File: src/rtl/alu_cmd_issuer.sv
// Command front-end for the 8-bit accumulator ALU: buffers commands in a FIFO, issues them one at a
// time onto the ALU selector/operand inputs and returns each result with an error flag.
module alu_cmd_issuer #(
  parameter int unsigned DEPTH      = 4,
  parameter int unsigned RESULT_LAT = 1
) (
  input  logic                       clk_i,
  input  logic                       rst_i,
  input  logic                       cmd_valid_i,
  output logic                       cmd_ready_o,
  input  logic [2:0]                 cmd_op_i,
  input  logic [1:0]                 cmd_src_i,
  input  logic [7:0]                 cmd_a_i,
  input  logic [7:0]                 cmd_b_i,
  output logic [7:0]                 num1_o,
  output logic [7:0]                 num2_o,
  output logic [2:0]                 in_selector_o,
  output logic [6:0]                 out_selector_o,
  input  logic [7:0]                 alu_result_i,
  input  logic                       alu_overflow_i,
  output logic                       res_valid_o,
  output logic [7:0]                 res_data_o,
  output logic                       res_error_o,
  output logic [1:0]                 state_o,
  output logic [$clog2(DEPTH):0]     fifo_count_o
);

  localparam int unsigned PtrW = $clog2(DEPTH);
  localparam int unsigned CntW = PtrW + 1;
  localparam int unsigned LatW = $clog2(RESULT_LAT + 1);

  typedef enum logic [1:0] {
    StIdle  = 2'b00,
    StIssue = 2'b01,
    StWait  = 2'b10,
    StError = 2'b11
  } state_e;

  typedef struct packed {
    logic [2:0] op;
    logic [1:0] src;
    logic [7:0] a;
    logic [7:0] b;
  } cmd_t;

  cmd_t                mem_q [DEPTH];
  logic [PtrW-1:0]     wr_ptr_q, rd_ptr_q;
  logic [CntW-1:0]     count_q, count_d;
  state_e              state_q, state_d;
  logic [LatW-1:0]     lat_q, lat_d;
  logic                res_valid_q, res_valid_d;
  logic [7:0]          res_data_q, res_data_d;
  logic                res_error_q, res_error_d;
  logic [2:0]          op_q;
  logic [1:0]          src_q;
  logic [7:0]          a_q, b_q;

  logic full, empty, push, pop, invalid, err;
  cmd_t head;

  assign full        = (count_q == CntW'(DEPTH));
  assign empty       = (count_q == '0);
  assign cmd_ready_o = !full;
  assign push        = cmd_valid_i && !full;
  assign head        = mem_q[rd_ptr_q];

  assign invalid = (op_q == 3'd7) || (src_q == 2'd3);
  assign err     = invalid || ((op_q == 3'd6) && alu_overflow_i);

  always_comb begin
    state_d     = state_q;
    lat_d       = lat_q;
    pop         = 1'b0;
    res_valid_d = 1'b0;
    res_data_d  = res_data_q;
    res_error_d = res_error_q;
    unique case (state_q)
      StIdle: begin
        if (!empty) begin
          pop     = 1'b1;
          state_d = StIssue;
        end
      end
      StIssue: begin
        lat_d   = LatW'(RESULT_LAT);
        state_d = StWait;
      end
      StWait: begin
        lat_d = lat_q - LatW'(1);
        if (lat_q == LatW'(1)) begin
          res_valid_d = 1'b1;
          res_data_d  = invalid ? 8'h00 : alu_result_i;
          res_error_d = err;
          if (err) begin
            state_d = StError;
          end else if (!empty) begin
            // Back-to-back issue: the next command skips IDLE
            pop     = 1'b1;
            state_d = StIssue;
          end else begin
            state_d = StIdle;
          end
        end
      end
      StError: state_d = StIdle;
      default: state_d = StIdle;
    endcase
  end

  always_comb begin
    count_d = count_q;
    unique case ({push, pop})
      2'b10:   count_d = count_q + CntW'(1);
      2'b01:   count_d = count_q - CntW'(1);
      default: count_d = count_q;
    endcase
  end

  always_comb begin
    num1_o         = 8'h00;
    num2_o         = 8'h00;
    in_selector_o  = 3'b000;
    out_selector_o = 7'b0000000;
    unique case (state_q)
      StIssue, StWait: begin
        num1_o = a_q;
        num2_o = b_q;
        unique case (src_q)
          2'd0:    in_selector_o = 3'b100;
          2'd1:    in_selector_o = 3'b010;
          2'd2:    in_selector_o = 3'b001;
          default: in_selector_o = 3'b000;
        endcase
        if (op_q != 3'd7) out_selector_o = 7'(1) << op_q;
      end
      StError: in_selector_o = 3'b001;
      default: ;
    endcase
  end

  always_ff @(posedge clk_i) begin
    if (push) mem_q[wr_ptr_q] <= '{op: cmd_op_i, src: cmd_src_i, a: cmd_a_i, b: cmd_b_i};
  end

  always_ff @(posedge clk_i) begin
    if (rst_i) begin
      state_q     <= StIdle;
      wr_ptr_q    <= '0;
      rd_ptr_q    <= '0;
      count_q     <= '0;
      lat_q       <= '0;
      res_valid_q <= 1'b0;
      res_data_q  <= 8'h00;
      res_error_q <= 1'b0;
      op_q        <= 3'd0;
      src_q       <= 2'd0;
      a_q         <= 8'h00;
      b_q         <= 8'h00;
    end else begin
      state_q     <= state_d;
      lat_q       <= lat_d;
      count_q     <= count_d;
      res_valid_q <= res_valid_d;
      res_data_q  <= res_data_d;
      res_error_q <= res_error_d;
      if (push) wr_ptr_q <= wr_ptr_q + PtrW'(1);
      if (pop) begin
        rd_ptr_q <= rd_ptr_q + PtrW'(1);
        op_q     <= head.op;
        src_q    <= head.src;
        a_q      <= head.a;
        b_q      <= head.b;
      end
    end
  end

  assign res_valid_o  = res_valid_q;
  assign res_data_o   = res_data_q;
  assign res_error_o  = res_error_q;
  assign state_o      = state_q;
  assign fifo_count_o = count_q;

endmodule

File: config.mk
export PLATFORM = sky130hd
export DESIGN_NAME = alu_cmd_issuer
export DESIGN_NICKNAME = d
export VERILOG_FILES = /design/src/rtl/alu_cmd_issuer.sv
export SDC_FILE = /design/constraint.sdc
export NUM_CORES = 1
export LEC_CHECK = 0
export CORE_ASPECT_RATIO = 0.75
export CORE_MARGIN = 2
export CORE_UTILIZATION = 40
export CTS_CLUSTER_SIZE = 16
export DETAILED_ROUTE_END_ITERATION = 16
export SLEW_MARGIN = 0
export SYNTH_ARGS = -nofsm -noshare
export SYNTH_HDL_FRONTEND = slang
export SYNTH_SLANG_ARGS = --single-unit
File: constraint.sdc
create_clock -name clk_i -period 3.8 [get_ports clk_i]
set_clock_uncertainty 0.15 [all_clocks]
set_input_delay 0.38 -clock clk_i [delete_from_list [all_inputs] [get_ports clk_i]]
set_output_delay 0.38 -clock clk_i [all_outputs]
set_load 0.02 [all_outputs]
# After elaboration in Yosys (flattened, before gate mapping)
# Memories as Yosys holds them, arrays and structs flattened. A register that Yosys moved wholly into a read port is not among the register bits.
# Index checks and enable logic that the tools add are counted.
# word_totals
inputBits	33
mem_bits_rw	84
regBits	20
n_memories	1
output_inout_bits	42
# mem_list
memory	words	word_bits	rd	rd_ports_with_merged_regs	wr	line	source
mem_q	4	21	1	1	1	46	cmd_t mem_q [DEPTH];
# op_classes
n_bitwise	1
n_eq_ne	14
shift	1
add_sub_neg	5
reduce_logical	14
n_mux	21
# ops
cell	n
two-way mux 8 bit	3
two-way mux 7 bit	2
one-hot mux 3 bit (2 select lines)	2
== test 2 bit, second input constant	5
== test 3 bit, second input constant	3
one-hot mux 3 bit (3 select lines)	1
one-hot mux 2 bit (4 select lines)	1
two-way mux 1 bit	7
<< shifter 1 x 3 -> 7 bit, first input constant	1
== test 2 x 1 -> 1 bit, second input constant	3
two-way mux 2 bit	3
adder 2 x 1 -> 2 bit, second input constant	2
zero test 2 bit	2
inequality test 2 bit, second input constant	2
one-hot mux 1 bit (2 select lines)	2
AND reduction 2 bit	2
nonzero test 2 bit	2
OR reduction 2 bit	2
adder 3 x 1 -> 3 bit, second input constant	1
zero test 3 bit	1
inequality test 3 bit, second input constant	1
subtractor 3 x 1 -> 3 bit, second input constant	1
logical AND 1 bit	2
logical OR 1 bit	2
other kinds (3)	3

# Longest topological paths before layout
# Gate-level depths: netlist of run 1.
# depth
word_depth	8
mapped_depth	10

# Worst setup path before layout of run 1
# OpenSTA, ideal clock, no wires.
# synth_timing
path_type	register to register
from	reg state_q[0] (netlist: state_o[0])
to	reg count_q[2] (netlist: fifo_count_o[2])
t_arrival_ns	2.487
setup_time_ns	0.071
slack_ns	1.092
stages_incl_launch_ff	11
t_required_ns	3.579
path_cell_list	dfxtp_1 -> inv_1 -> ha_1 -> a41oi_4 -> buf_4 -> nor2_1 -> ha_1 -> fa_1 -> xnor2_1 -> or3_1 -> a21oi_1
# synth_between
elab_chain_len	4
word_cells_on_any_way	7
# synth_rtl
element	line	source
start: declaration	49	state_e state_q, state_d;
start signal: assignment	147	state_q <= StIdle;
start signal: assignment	160	state_q <= state_d;
== test 2 bit or zero test 2 bit (tied branches)	77	unique case (state_q)
one-hot mux 1 bit (2 select lines) (*)	77	
named net pop	58	logic full, empty, push, pop, invalid, err;
== test 2 x 1 -> 1 bit or == test 2 bit (tied branches)	112	unique case ({push, pop})
one-hot mux 3 bit (2 select lines) or nonzero test 2 bit (tied branches)	n/a	
end signal: assignment	162	count_q <= count_d;
end: declaration	48	logic [CntW-1:0] count_q, count_d;
# Mark *: on every way through the listed nets, which the timed path passes. The rest lies on a longest branch.
# A chain may end at the register's enable or synchronous reset.

# Worst setup path after layout of run 1
# layout_timing
from	reg state_q[0] (netlist: state_o[0])
to	out in_selector_o[2]
# layout_between
elab_chain_len	3
word_cells_on_any_way	5
# layout_rtl
element	line	source
== test 2 x 1 -> 1 bit or == test 2 bit (tied branches)	124	unique case (state_q)
OR reduction 2 bit	124	
one-hot mux 3 bit (2 select lines) (*)	124	
end: declaration	17	output logic [2:0] in_selector_o,
# Every way passes the cells marked *; elsewhere a longest branch is shown, timed or not.

==> results by group, run 1 <==
Yosys
  • Mapped Nets: slightly below 400
  • Post-synthesis register bit count: roughly 130
  • Total number of yosys warnings: 0
  • Sequential-to-total area share from yosys stat: 0.668
  • Xor and xnor area share after synthesis: 0.00525
  • Mux cell area share after synthesis: 0.0965
  • Synthesized netlist cell count: approximately 350
  • Most used DFF post-synth: edfxtp_1
  • Avg Inst Size Synth: roughly 14 sq um
  • Adder-Cell Fraction of Synth Area: 0.0265
  • Post-synthesis cell type count: just over 40
  • Largest family of logic cells by synthesized area: multiplexers
  • Asr flop ratio synth: 0
  • Post-synth EDFFs: 84
  • Synth Area in Compound Gates: 0.0825
  • Post-Syn Area: roughly 5000 sq um
  • Post-synthesis simple-gate area fraction: 0.0955

Outcome
  • Outcome: completed

Final layout
  • Commonest cells after routing, fill and taps aside: 84 x edfxtp_1, 74 x clkdlybuf4s50_1, 41 x dfxtp_1
  • Synth-to-Final Area Change: 30.4%
  • Fillers: ~1,000
  • Layout cells sized above 1: 0.136
  • Fin cells: roughly 600
  • Most common cell after layout, fill and taps aside: edfxtp_1
  • Ant. Diodes: 0
  • Nets: approximately 470

CTS
  • Clock Latency Late Sink: 410 ps
  • Clk slew on worst S/H paths: approximately 50 ps
  • Total setup buffers inserted after CTS: 0
  • CTS Root Cell: clkbuf_16
  • Cts repair resizes: 0
  • H-Tree Depth: 4
  • Total CTS buffers: 17
  • Clock tree buffer depth: 2
  • Clock sinks: 125
  • CTS tree: yes
  • Cts hold-fix bufs: 0

Timing
  • Final hold vios: 0
  • Period utilization: 0.832
  • Setup TNS Final: 0 ps
  • Final Max Slew Viols: 0
  • Worst-Margin Slew: approximately 900 ps
  • Worst relative slew slack: 0.415
  • Final setup viols: 0
  • Fmax: 316 MHz
  • Min Tclk post-route: around 3200 ps
  • RSZ-0062 raised after global routing: no

Critical path
  • Worst setup path startpoint: state_o[0]$_SDFFE_PP0P_
  • Worst-path fanout max: 23
  • Crit Path Category: flip-flop to output pin
  • Req. time, crit path: 3270 ps
  • Crit. End Element: output pin
  • Critical path arrival: approximately 2600 ps
  • R2R Path Start: state_o[0]$_SDFFE_PP0P_
  • Startpoint types: flip-flop

Floorplan
  • Initial core utilization: 0.408
  • # rows: 35
  • Chip width: ~130 um
  • Total die area: 13,400 sq um
  • Core area: around 12,000 sq um
  • Die Ht: approximately 100 um
  • I/O pin total: between 70 and 80

Detailed routing
  • Vias/cell: between 5 and 6
  • Max Used Layer: met4
  • Antenna Nets Post-Route: 0
  • DRC Markers: 0
  • WL met1: approximately 5.1 mm
  • DR iter-0 viols: roughly 240
  • First-pass DRT Iterations: 6
  • WL/cell: ~18 um
  • Final WL: approximately 11 mm
  • Met2 wire length: between 4 and 5 mm
  • DR vias: about 3,100
  • Met3 routed WL: between 500 and 600 um

Global routing
  • Initial antenna violation count: 0
  • Vias in the first global route: 3,179
  • First-pass GRT wire length: 17.2 mm
  • GRT Resource Usage Total: 0.172
  • Pin count of the biggest net entering global routing: 28
  • Grt total ovfl: 0

Power
  • P_leak: ~2.2 nW
  • Pwr dens: roughly 770 nW/um^2
  • VDD IR max: around 0.0004 V

Placed design
  • GP Congestion: between 0.7 and 0.8
  • Port Buf Inserts: 74
  • Detail Placement HPWL: ~6.6 mm
  • # placed instances: around 580

Worst hold path
  • Hold Path Class: flip-flop to flip-flop
  • Hold Path Origin: b_q[5]$_SDFFE_PP0P_

Job
  • Max-Cap Viols: 0
## kinds of logic after synthesis
family | after synthesis
muxes | 22
buffers and inverters | 30
adders and majority gates | 10
and+or+nand+nor | 91
AOI/OAI and AO/OA | 68
DFF | 125
xor gates and xnor gates | 3
## where the power goes
group / switching, mW / internal, mW / total [mW]
sequential: 0.179 / 1.72 / 1.90
combinational: 0.864 / 0.647 / 1.51
clock: 0.555 / 1.09 / 1.64
## worst paths after layout
| check | slack [ps] | depth (start not counted) | endpoint |
|---|---|---|---|
| max | 640 | 4 | in_selector_o[2] |
| min reg2reg | 320 | 2 | b_q[5]$_SDFFE_PP0P_ |
| min | 320 | 2 | b_q[5]$_SDFFE_PP0P_ |
| max reg2reg | 1220 | 9 | fifo_count_o[2]$_SDFFE_PP0P_ |
## state kept, by name (all words and copies together), names as in the netlist
name          count
a_q               8
b_q               8
fifo_count_o      3
lat_q             1
mem_q            84
op_q              3
rd_ptr_q          2
res_data_o        8
res_error_o       1
res_valid_o       1
src_q             2
state_o           2
wr_ptr_q          2
## cell type report
type                            count  area, sq um  area share
Clock buffer                       19          433      0.0663
Clock inverter                     13          173      0.0265
Multi-Input combinational cell    194         1530       0.235
Tap cell                          166          208      0.0318
Sequential cell                   125         3340       0.512
Inverter                            8         30.0     0.00460
Timing Repair Buffer               83          808       0.124
## cell usage after synthesis, types with 3 or more instances
library cell,instances,share of area
o21ai_0,21,0.021
ha_1,9,0.022
buf_4,4,0.0060
a21oi_1,28,0.028
o21ai_1,4,0.0040
and3_1,4,0.0050
nand3_1,24,0.024
nor2_1,22,0.016
nand2_1,7,0.0052
clkbuf_1,13,0.0097
and2_1,17,0.021
a22oi_1,8,0.012
mux4_2,21,0.094
inv_1,8,0.0060
dfxtp_1,41,0.16
nor3_1,3,0.0030
edfxtp_1,84,0.50
## critical path, cell delays in order (launching register included)
cell and delay (ps):
dfxtp_1 410, inv_1 110, ha_1 710, nor4b_1 340, clkdlybuf4s50_1 660
## metal layers
layer	track usage	up-vias
met5	0	-
met1	0.227	1537
met2	0.277	99
met3	0.0468	8
li1	-	1481
met4	0.0614	0
## per-stage QoR
stage                     area [sq um]  utilization  worst slack (ps)  hold WS (ps)  power, mW
after floorplan                   5010            -              1090           299       2.93
after global placement            5920        0.483              1100           307       3.41
after detailed placement          5920        0.483              1050           314       3.45
after CTS                         6530        0.532               617           321       5.11
after global routing              6530        0.532               412           342       5.34
final                             6530        0.532               640           321       5.05
(Power assumes the default switching activity.)
==> run 2, diff against run 1 <==
Clock period 3.8 ns to 3.1 ns, I/O delays scaled along.
==> run 2 against run 1 <==
Net effect:
- sequential cell count unchanged
- wire length increased by 2.0%
- clock power increased by 18%
- sequential share of layout area down 0.098 points
- global-route usage is 0.60 points higher
- total power up 22%
- core utilization is 0.10 points higher
- clock-buffer cell count grew 1
- critical path depth up 1
==> results by group, run 2 (same netlist as run 1, synthesis figures left out) <==
Critical path
  • Worst-path fanout max: 17 (-26%)
  • Critical path arrival: 2380 ps (-250 ps)
  • R2R Setup Slk: 540 ps (-680 ps)
  • FF-to-FF End: fifo_count_o[2]$_SDFFE_PP0P_
  • Worst setup path startpoint: state_o[0]$_SDFFE_PP0P_
  • Worst r2r path cells: 9 (unchanged)
  • R2R Path Start: state_o[0]$_SDFFE_PP0P_
  • Startpoint types: flip-flop
  • Req. time, crit path: 2640 ps (-630 ps)
  • Crit. End Element: output pin
  • Crit Path Category: flip-flop to output pin

CTS
  • Total CTS buffers: 17 (unchanged)
  • Clk slew on worst S/H paths: 50 ps (about the same)
  • CTS Root Cell: clkbuf_16
  • Total setup buffers inserted after CTS: 0 (unchanged)
  • Clock sinks: 125 (unchanged)
  • H-Tree Depth: 4 (unchanged)
  • CTS tree: yes
  • Cts hold-fix bufs: 0 (unchanged)
  • Clock tree buffer depth: 2 (unchanged)
  • Cts repair resizes: 0 (unchanged)
  • Clock Latency Late Sink: 400 ps (about the same)

Floorplan
  • Total die area: 13,400 sq um (unchanged)
  • Die Ht: 101 um (unchanged)
  • Chip width: 133 um (unchanged)
  • # rows: 35 (unchanged)
  • I/O pin total: 75 (unchanged)
  • Core area: 12,300 sq um (unchanged)
  • Initial core utilization: 0.408 (unchanged)

Placed design
  • Place WS: 444 ps (-605 ps)
  • # placed instances: 579 (+0.52%)
  • Port Buf Inserts: 74 (unchanged)
  • Detail Placement HPWL: 6.64 mm (+0.27%)
  • GP Congestion: 0.762 (-0.22%)
  • Total placed instance area: 5940 sq um (+0.38%)

Global routing
  • Pin count of the biggest net entering global routing: 29 (+3.6%)
  • Initial antenna violation count: 0 (unchanged)
  • First-pass GRT wire length: 17.6 mm (+2.4%)
  • Grt total ovfl: 0 (unchanged)
  • GRT Resource Usage Total: 0.178 (+0.00596)
  • Vias in the first global route: 3,209 (+0.94%)

Final layout
  • Top reg by flops: mem_q
  • Max reg flops: 84 (unchanged)
  • Reg area: 3340 sq um (unchanged)
  • Most common cell after layout, fill and taps aside: edfxtp_1
  • Fin cells: 611 (+0.49%)
  • Fin util: 0.533 (+0.00102)
  • Ant. Diodes: 0 (unchanged)
  • Fillers: 1,018 (-1.8%)
  • Final instance area: 6540 sq um (+0.19%)
  • Synth-to-Final Area Change: 30.6%
  • Area of the multi-input gates: 1530 sq um (unchanged)
  • Nets: 475 (+0.64%)
  • Layout cells sized above 1: 0.151 (+0.0148)
  • Commonest cells after routing, fill and taps aside: 84 x edfxtp_1, 74 x clkdlybuf4s50_1, 41 x dfxtp_1

Power
  • Clk network pwr share: 0.315 (-0.010)
  • P_leak: 2.20 nW (+0.38%)
  • Pwr dens: 942 nW/um^2 (+22%)
  • P_sw: 2.00 mW (+25%)
  • Sequential fraction of design power: 0.377 (about the same)
  • VDD IR max: 0.000453 V (+12%)
  • Sw Share: 0.325 (+0.00888)
  • Comb power frac: 0.308 (+0.009)
  • Internal Power: 4.16 mW (+20%)

Timing
  • Setup TNS Final: 0 ps (unchanged)
  • Final Max Slew Viols: 0 (unchanged)
  • Worst-Margin Slew: 1010 ps (+134 ps)
  • Worst relative slew slack: 0.324 (-0.0906)
  • Final setup viols: 0 (unchanged)
  • Min Tclk post-route: approximately 2800 ps
  • Setup WS post-layout: 265 ps (-375 ps)
  • Final hold vios: 0 (unchanged)
  • Fmax: around 350 MHz
  • RSZ-0062 raised after global routing: no
  • Period utilization: 0.915

Worst hold path
  • Hold Path Class: flip-flop to flip-flop
  • Hold Path Sink: b_q[5]$_SDFFE_PP0P_
  • Worst hold stages: 2 (unchanged)
  • Hold Path Origin: b_q[5]$_SDFFE_PP0P_

Detailed routing
  • Vias/cell: 5.22 (+1.5%)
  • DRC Markers: 0 (unchanged)
  • First-pass DRT Iterations: 4 (-2)
  • Final WL: 11.0 mm (+2.0%)
  • DR vias: 3,188 (+2.0%)
  • DR iter-0 viols: 293 (+24%)
  • WL/cell: 17.9 um (+1.5%)
  • Antenna Nets Post-Route: 0 (unchanged)

Outcome
  • Outcome: completed

Job
  • Max-Cap Viols: 0 (unchanged)
## run 2: cell types whose count changed in the layout (fill, tap and decap cells not counted), moves of 2 or more
cell,before,now
clkinv_1,3,0
clkinv_4,1,4
clkbuf_8,0,2
buf_4,9,12
bufinv_16,4,2
## run 2: worst max-delay path: stages (launching register included)
cell and delay, ps:
dfxtp_1 410, inv_1 110, ha_1 400, buf_4 240, and2_1 160, clkdlybuf4s50_1 660
## run 2: cell type report
cell class	count	area share
repair buffers	86	0.127
inverters	8	0.00459
flip-flops and latches	125	0.511
well taps	166	0.0318
multi-input cells	194	0.234
clock buffers	20	0.0698
clock inverters	12	0.0212
## run 2: worst max-delay path by stage
stage	endpoint	slack [ps]
2_1_floorplan	fifo_count_o[2]$_SDFFE_PP0P_	390
3_3_place_gp	fifo_count_o[2]$_SDFFE_PP0P_	470
3_5_place_dp	fifo_count_o[2]$_SDFFE_PP0P_	440
4_1_cts	num2_o[0]	260
5_1_grt	num2_o[0]	150
6_report	num2_o[0]	260
## run 2: power by group through the flow
stage	combinational, mW	clock (mW)	sequential, mW
after floorplan	1.28	0	2.31
after global placement	1.87	0	2.33
after detailed placement	1.90	0	2.35
after CTS	1.91	1.98	2.32
after global routing	2.09	2.06	2.37
final	1.90	1.94	2.32
## run 2: metrics by stage
stage	total power, mW	hold slack [ps]
2_1_floorplan	3.59	259
3_3_place_gp	4.21	308
3_5_place_dp	4.26	313
4_1_cts	6.22	321
5_1_grt	6.52	357
6_report	6.16	320
## run 2: metal layers
metal  wire, um  up-vias  track usage
met1       5160     1579        0.239
li1           -     1493            -
met2       5090      109        0.281
met3        613        7       0.0488
met5          0        -            0
met4        106        0       0.0638
==> run 3, diff against run 2 <==
Settings changed: ABC_AREA set to 1, CORE_UTILIZATION 40 to 54, PLACE_DENSITY set to 0.79, SKIP_LAST_GASP set to 1.
==> run 3 against run 2 <==
Net effect:
- die area shrank 21%
- largest power group is now combinational cells
- largest cell class unchanged
- design area up 2.9%
- wire length increased by 3.8%
- critical path type unchanged
==> results by group, run 3 <==
Timing
  • Final hold vios: 0 (unchanged)
  • Setup TNS Final: 0 ps (unchanged)
  • Final Max Slew Viols: 0 (unchanged)
  • Worst-Margin Slew: 731 ps (-281 ps)
  • RSZ-0062 raised after global routing: no
  • Setup WS post-layout: 244 ps (-20.4 ps)
  • Final setup viols: 0 (unchanged)
  • Fmax: 350 MHz (-0.71%)
  • Worst relative slew slack: 0.512 (+0.187)
  • Period utilization: 0.921 (+0.00658)
  • Min Tclk post-route: 2860 ps (+20.4 ps)

Outcome
  • Outcome: completed

Final layout
  • Most common cell after layout, fill and taps aside: nor2_1
  • Commonest cells after routing, fill and taps aside: 143 x nor2_1, 84 x edfxtp_1, 76 x nand2_1
  • Top reg by flops: mem_q
  • Reg area: 3340 sq um (unchanged)
  • Area of the multi-input gates: 1640 sq um (+7.1%)
  • Ant. Diodes: 0 (unchanged)
  • Layout cells sized above 1: 0.0763 (-0.0743)
  • Synth-to-Final Area Change: 27.7%
  • Fillers: 717 (-30%)
  • Fin cells: 761 (+25%)
  • Max reg flops: 84 (unchanged)
  • Fin util: 0.702 (+0.169)
  • Nets: 659 (+39%)

Placed design
  • Port Buf Inserts: 74 (unchanged)
  • # placed instances: 729 (+26%)
  • GP Congestion: 0.790 (+3.6%)
  • Detail Placement HPWL: 6.98 mm (+5.1%)
  • Place WS: 205 ps (-239 ps)

Global routing
  • First-pass GRT wire length: 18.3 mm (+4.0%)
  • Pin count of the biggest net entering global routing: 43 (+48%)
  • Initial antenna violation count: 0 (unchanged)
  • Vias in the first global route: 3,710 (+16%)
  • GRT Resource Usage Total: 0.230 (+0.0523)
  • Grt total ovfl: 0 (unchanged)

CTS
  • Cts repair resizes: 0 (unchanged)
  • Total setup buffers inserted after CTS: 0 (unchanged)
  • H-Tree Depth: 4 (unchanged)
  • Total CTS buffers: 17 (unchanged)
  • CTS Root Cell: clkbuf_16
  • Clock tree buffer depth: 2 (unchanged)
  • Clock Latency Late Sink: 420 ps (+20 ps)
  • CTS tree: yes
  • Clk slew on worst S/H paths: 50 ps (about the same)
  • Clock sinks: 125 (unchanged)
  • Cts hold-fix bufs: 0 (unchanged)

Yosys
  • Synthesized netlist cell count: 540 (+55%)
  • Most used DFF post-synth: edfxtp_1
  • Post-synthesis register bit count: 125 (unchanged)
  • Top post-synthesis cells by area: edfxtp_1 48%, dfxtp_1 16%, nor2_1 10%, nand2_1 5.4%, o21ai_0 4.5%
  • Sequential-to-total area share from yosys stat: 0.635 (-0.0331)
  • Count leader, synth: nor2_1
  • Top cell type's share of synthesized area: 0.479 (-0.0250)
  • Total number of yosys warnings: 0 (unchanged)
  • Mapped Nets: 583 (+49%)
  • Asr flop ratio synth: 0 (unchanged)
  • Commonest cells in the netlist: 143 x nor2_1, 84 x edfxtp_1, 76 x nand2_1
  • Synth area leader: edfxtp_1
  • Post-synth EDFFs: 84 (unchanged)
  • Post-Syn Area: 5270 sq um (+5.2%)
  • Post-synthesis cell type count: 30 (-27%)
  • Avg Inst Size Synth: 9.76 sq um (-32%)

Floorplan
  • # rows: 31 (-11%)
  • Die Ht: 89.5 um (-11%)
  • I/O pin total: 75 (unchanged)
  • Initial core utilization: 0.550 (+0.142)
  • Chip width: 118 um (-11%)
  • Core area: 9580 sq um (-22%)
  • Total die area: 10,600 sq um (-21%)

Critical path
  • Worst path slowest cell: clkdlybuf4s50_1
  • CP max stage delay: 640 ps (-20 ps)
  • Crit. End Element: output pin
  • Crit-path cells: inv_1 -> ha_1 -> inv_1 -> or2_2 -> nor3_1 -> clkdlybuf4s50_1
  • Crit-path leading delay family: buffers and inverters
  • Worst path bufs/invs: 3 (unchanged)
  • Startpoint types: flip-flop
  • Crit Path Category: flip-flop to output pin
  • Worst-path fanout max: 4 (-13)
  • Req. time, crit path: 2640 ps (about the same)
  • Critical path arrival: 2400 ps (+20 ps)
  • Crit-path most repeated cell: inv_1

Worst hold path
  • Hold Path Class: input port to flip-flop

Detailed routing
  • DR vias: 3,906 (+23%)
  • Vias/cell: 5.13 (-1.6%)
  • Antenna Nets Post-Route: 0 (unchanged)
  • DR iter-0 viols: 321 (+9.6%)
  • DRC Markers: 0 (unchanged)
  • Final WL: 11.4 mm (+3.8%)
  • First-pass DRT Iterations: 5 (+1)
  • WL/cell: 15.0 um (-17%)

Power
  • Pwr dens: 972 nW/um^2 (+3.2%)
  • P_leak: 2.69 nW (+22%)
  • VDD IR max: 0.000515 V (+14%)

Job
  • Max-Cap Viols: 0 (unchanged)
## run 3: changes by cell type in the layout (fill, tap and decap cells not counted), moves of 8 or more
cell	before	now
a21oi_1	28	19
a22oi_1	8	0
and2_1	17	0
inv_1	8	38
mux4_2	21	0
nand2_1	7	76
nand3_1	24	5
nand3b_1	0	21
nor2_1	22	143
o21ai_0	21	45
o21ai_1	4	14
## run 3: through the flow
| stage | total power, mW | hold WS [ps] | area [sq um] |
|---|---|---|---|
| finish | 6.54 | 327 | 6730 |
| global route | 6.96 | 313 | 6730 |
| CTS | 6.54 | 312 | 6720 |
| detailed placement | 4.48 | 326 | 6110 |
| global placement | 4.40 | 315 | 6110 |
| floorplan | 3.81 | 229 | 5270 |
## run 3: cells by family (layout without fill, tap and decap cells)
logic type / after synthesis / after routing / synth area share
simple gates: 256 / 256 / 0.205
flops: 125 / 125 / 0.635
compound gates: 80 / 80 / 0.0772
buf+inv: 68 / 157 / 0.0560
fa+ha+maj: 10 / 10 / 0.0252
xor+xnor: 1 / 1 / 0.00166
## run 3: routing by layer
layer	vias to the layer above	global-route usage	share of wire
li1	1934	-	-
met1	1805	0.292	0.45
met2	154	0.380	0.47
met3	13	0.0708	0.075
met4	0	0.0854	0.0081
met5	-	0	0
## run 3: worst min-delay path, cell delays in order
cell	delay, ps
clkdlybuf4s50_1	400
nand2_1	60
a21oi_1	50
## run 3: report_power, final
part | internal [mW] | switching, mW
Clock | 1.34 | 0.679
Combinational | 0.851 | 1.47
Sequential | 2.06 | 0.147
Total | 4.24 | 2.30
## run 3: worst paths after layout
check	slack (ps)	cells after the start	startpoint	to
worst max register to register	290	14	state_o[0]$_SDFFE_PP0P_	fifo_count_o[2]$_SDFFE_PP0P_
worst max-delay path	240	6	state_o[1]$_SDFFE_PP0P_	out_selector_o[3]
worst min-delay path	330	3	alu_result_i[2]	res_data_o[2]$_SDFFE_PP0P_
worst min register to register	330	2	b_q[1]$_SDFFE_PP0P_	b_q[1]$_SDFFE_PP0P_
## run 3: area by class of cell
class	instances	area share
Sequential cell	125	0.497
Multi-Input combinational cell	347	0.244
Timing Repair Buffer	83	0.120
Clock buffer	20	0.0649
Clock inverter	12	0.0253
Inverter	42	0.0245
Tap cell	132	0.0245
==> RTL change 1: new RTL, config.mk and constraints of run 2 <==
Set the parameter `RESULT_LAT` to 2 (it was 1).
--- a/src/rtl/alu_cmd_issuer.sv
+++ b/src/rtl/alu_cmd_issuer.sv
@@ -2,7 +2,7 @@
 // time onto the ALU selector/operand inputs and returns each result with an error flag.
 module alu_cmd_issuer #(
   parameter int unsigned DEPTH      = 4,
-  parameter int unsigned RESULT_LAT = 1
+  parameter int unsigned RESULT_LAT = 2
 ) (
   input  logic                       clk_i,
   input  logic                       rst_i,
Formal check against the unedited RTL: not equivalent (a bounded check fails within 10 cycles, from zero or initial values and one cycle with rst_i high).
==> RTL change 1 against run 2 <==
- global-route usage fell by 1.2 points
- worst setup slack got worse by 0.017 ns
- total power fell by 2.1%
- synthesized area rose by 1.1%
- final area rose by 0.34%
- wire length fell by 3.9%
- sequential cell count rose by 1
- count of clock-buffer cells in the layout fell by 1
- largest power group unchanged
- highest routed layer unchanged
==> RTL change 1: results (changes against run 2) <==
period_minus_slack_ns: 2.85  # was 2.84 ns
hold_start: "a_q[4]"  # was b_q[5]
placed_area_mm2: 0.00599  # was 0.00594 mm2
whs_ns: 0.320  # about the same
gp_congestion: 0.774  # was 0.762
synth_cell_types: 40  # was 41
max-vdd-ir-drop_uv: 459  # was 453 uV
crit_end: "num2_o[2]"  # was num2_o[0]
synthFlopType: "edfxtp_1"  # unchanged
dp_hpwl_mm: 6.49  # was 6.64 mm
timing.rr.start: "fifo_count_o[2]"  # was state_o[0]
stdcell_count: 619  # was 611
ys_warn_count: 0  # unchanged
regToRegSetupSlack_ns: 0.50  # was 0.54 ns
fillers: 1026  # was 1018
grt_max_degree: 28  # was 29
crit_fanout: 16  # was 17
synthTopCellsByArea: "edfxtp_1, dfxtp_1, mux4_2, a21oi_1, nand3_1"  # unchanged
grt_pass1_wl_mm: 16.7  # was 17.6 mm
syn_nets: 402  # was 392
worstMarginPinSlew_ns: 0.861  # was 1.01 ns
layout-drive-gt1-share_pct: 14.8  # was 15.1%
grt.total_usage_pct: 16.6  # was 17.8%
p_sw_share_pct: 32.7  # was 32.5%
dpl_worst_slack_ns: 0.378  # was 0.444 ns
vias: 3171  # was 3188
yosysSeqAreaShare_pct: 66.4  # was 66.8%
nNetsFinal: 483  # was 475
seq_area_mm2: 0.00336  # was 0.00334 mm2
outcome: "finished clean"  # unchanged
drt_iter0_markers: 210  # was 293
cts_root_buffer: "clkbuf_16"  # unchanged
first_global_vias: 3104  # was 3209
wirelength_mm: 10.5  # was 11.0 mm
power_leakage_nw: 2.19  # was 2.20 nW
critical_path.max_stage_delay_ns: 0.63  # was 0.66 ns
[RTL change 1: routing by layer]
layer / wire [um] / vias to the layer above / track usage, %
met5: 0 / - / 0
met4: 156 / 0 / 6.79
met3: 530 / 12 / 4.75
met2: 4750 / 83 / 25.8
met1: 5090 / 1558 / 22.2
li1: - / 1518 / -
[RTL change 1: cells by family after synthesis]
family | after synthesis | share of synthesized area, %
flops | 126 | 66.4
simple gates | 94 | 9.76
compound gates | 70 | 8.37
buf+inv | 35 | 2.99
mux | 21 | 9.34
fa+ha+maj | 10 | 2.62
xor+xnor | 3 | 0.519
[RTL change 1: final cells by class]
class                      count  share of cell area [%]
tap                          166                    3.16
clock buffer                  19                    6.92
multi-input combinational    198                    23.7
inverter                      12                   0.686
clock inverter                13                    1.77
sequential                   126                    51.2
timing repair buffer          85                    12.5
[RTL change 1: worst min-delay path by stage]
stage	endpoint
finish	a_q[4]
detailed placement	a_q[4]
floorplan	mem_q[0][0]
CTS	a_q[4]
global placement	b_q[7]
global route	b_q[3]
[RTL change 1: power groups by stage]
stage	sequential (mW)	clock (mW)	combinational (mW)
floorplan	2.30	0	1.27
global placement	2.33	0	1.84
detailed placement	2.34	0	1.86
CTS	2.31	1.91	1.87
global route	2.35	1.99	2.04
finish	2.31	1.87	1.86
[RTL change 1: worst max-delay path: cells and delay by family (launching register included)]
kind / cells / cell delay [ns]
buffers and inverters: 3 / 0.94
adders and majority gates: 1 / 0.50
DFF: 1 / 0.41
and+or+nand+nor: 1 / 0.13
==> RTL change 2: new RTL, config.mk and constraints of run 2 <==
Made on the original files. Make the reset (`rst_i`) asynchronous in one clocked block.
--- a/src/rtl/alu_cmd_issuer.sv
+++ b/src/rtl/alu_cmd_issuer.sv
@@ -142,7 +142,7 @@
     if (push) mem_q[wr_ptr_q] <= '{op: cmd_op_i, src: cmd_src_i, a: cmd_a_i, b: cmd_b_i};
   end
 
-  always_ff @(posedge clk_i) begin
+  always_ff @(posedge clk_i or posedge rst_i) begin
     if (rst_i) begin
       state_q     <= StIdle;
       wr_ptr_q    <= '0;
Behaviour: differs if rst_i is asserted again (counterexample within 4 cycles, from zero or initial values and one cycle with rst_i high); with rst_i held inactive, the same outputs for 10 cycles.
==> RTL change 2 against run 2 <==
- critical path depth unchanged
- hold slack got worse by 0.033 ns
- synthesized cell count decreased by 16%
- first-iteration DRC count decreased by 56%
- non-clock buffer count decreased by 4
- worst setup slack got worse by 0.082 ns
- global-route usage decreased by 2.0 points
- final area increased by 2.8%
- wire length decreased by 9.5%
- synthesized area increased by 3.5%
- clock power increased by 5%
- sequential cell count unchanged
- total power increased by 26%
- largest cell class unchanged
==> RTL change 2: results (changes against run 2) <==
fillers: 1004  # was 1018
clk_pin_slew_ns: 0.05  # about the same
cts_root_buffer: "clkbuf_16"  # unchanged
post-route-period-util_pct: 94.1  # was 91.5%
regToRegSetupSlack_ns: 0.40  # was 0.54 ns
reg2reg_to: "fifo_count_o[2]"  # unchanged
crit_fanout: 12  # was 17
dpl_worst_slack_ns: 0.424  # was 0.444 ns
htreeDepth: 4  # unchanged
largest_reg_flops: 84  # unchanged
first_global_vias: 2920  # was 3209
insertion_delay_ns: 0.40  # about the same
ys_warn_count: 0  # unchanged
wirelength_mm: 9.92  # was 11.0 mm
synthFlopType: "edfxtp_1"  # unchanged
n_antenna_cell: 0  # unchanged
firstDrtPassIters: 4  # unchanged
synth_cell_types: 38  # was 41
synthArstFlopShare_pct: 32.8  # was 0%
critical_path.max_stage_delay_ns: 0.62  # was 0.66 ns
crit_family: "buffers and inverters"  # unchanged
power_leakage_nw: 2.54  # was 2.20 nW
timing.rr.start: "state_o[0]"  # unchanged
avgViaCountPerCell: 4.96  # was 5.22
layout-drive-gt1-share_pct: 21.5  # was 15.1%
outcome: "finished clean"  # unchanged
port_buffers: 74  # unchanged
regMostFlops: "mem_q"  # unchanged
max-vdd-ir-drop_uv: 583  # was 453 uV
nNetsFinal: 426  # was 475
rr_worst_depth: 12  # was 9
antenna_found_initial: 0  # unchanged
relSlewSlack_pct: 39.0  # was 32.4%
grt.total_usage_pct: 15.8  # was 17.8%
ys_top_cells_by_count: "edfxtp_1, dfrtp_1, nand2_1, mux2_4, and2_1"  # was edfxtp_1, dfxtp_1, a21oi_1, nand3_1, nor2_1
arrival_ns: 2.46  # was 2.38 ns
dp_hpwl_mm: 6.10  # was 6.64 mm
yosysSeqAreaShare_pct: 68.5  # was 66.8%
cp_slowest_cell: "clkdlybuf4s50_1"  # unchanged
synthTopCellsByArea: "edfxtp_1, dfrtp_1, mux4_2, mux2_4, mux4_1"  # was edfxtp_1, dfxtp_1, mux4_2, a21oi_1, nand3_1
gp_congestion: 0.757  # was 0.762
grt_max_degree: 42  # was 29
min_path_type: "in -> async"  # was reg -> reg
clockBufferDepth: 2  # unchanged
drt_iter0_markers: 128  # was 293
placed_area_mm2: 0.00610  # was 0.00594 mm2
syn_nets: 335  # was 392
grt_pass1_wl_mm: 16.0  # was 17.6 mm
synth_edf_count: 84  # unchanged
-- RTL change 2: cell count changes in the layout (fill, tap and decap cells not counted), sizes merged, moves of 16 or more --
cell and change:
dfrtp +41, dfxtp -41, a21oi -26, mux2 +22
nand3 -20, o21ai -16
-- RTL change 2: worst max-delay path by stage --
stage,startpoint,to,depth (start not counted)
after detailed placement,state_o[0],fifo_count_o[2],12
after floorplan,state_o[0],fifo_count_o[2],13
after global routing,state_o[0],num2_o[5],5
after CTS,state_o[0],num2_o[5],5
after global placement,state_o[0],num2_o[5],5
final,state_o[1],num2_o[5],5
-- RTL change 2: cell type report --
type	count	area share, %
sequential	125	52.8
clock inverter	14	2.70
timing repair buffer	82	11.9
tap	166	3.09
inverter	11	0.614
multi-input combinational	146	22.3
clock buffer	18	6.54
-- RTL change 2: metrics by stage --
stage | hold slack [ns] | util, % | instances | total power, mW
floorplan | 0.259 | - | 292 | 4.76
global placement | 0.320 | 48.9 | 530 | 5.75
detailed placement | 0.337 | 48.9 | 530 | 5.81
CTS | 0.314 | 53.8 | 562 | 7.87
global route | 0.310 | 53.8 | 562 | 8.23
finish | 0.286 | 53.8 | 562 | 7.79
-- RTL change 2: repair_timing --
item,4_1_cts,5_1_grt
setup endpoints to repair,0,15
gates resized for setup,0,1
buffers inserted,0,0
-- RTL change 2: power breakdown --
part	leakage [nW]	internal, mW	switching, mW
clock	0.302	1.30	0.739
combinational	0.982	1.60	1.58
sequential	1.26	2.32	0.258
-- RTL change 2: kinds of logic after synthesis --
kind of cell | after synthesis | share of synthesized area [%]
muxes | 44 | 15.9
and+or+nand+nor | 69 | 7.20
adders and majority gates | 10 | 2.56
xor gates and xnor gates | 6 | 1.01
DFF | 125 | 68.5
buffers and inverters | 21 | 2.58
AOI/OAI and AO/OA | 17 | 2.25
-- RTL change 2: metal layers --
metal  GRT usage [%]  up-vias  share of wire [%]
met3            6.05        8                6.0
met2            24.4       86                 46
li1                -     1282                  -
met4            5.45        0               0.89
met1            20.8     1412                 48
met5               0        -                  0
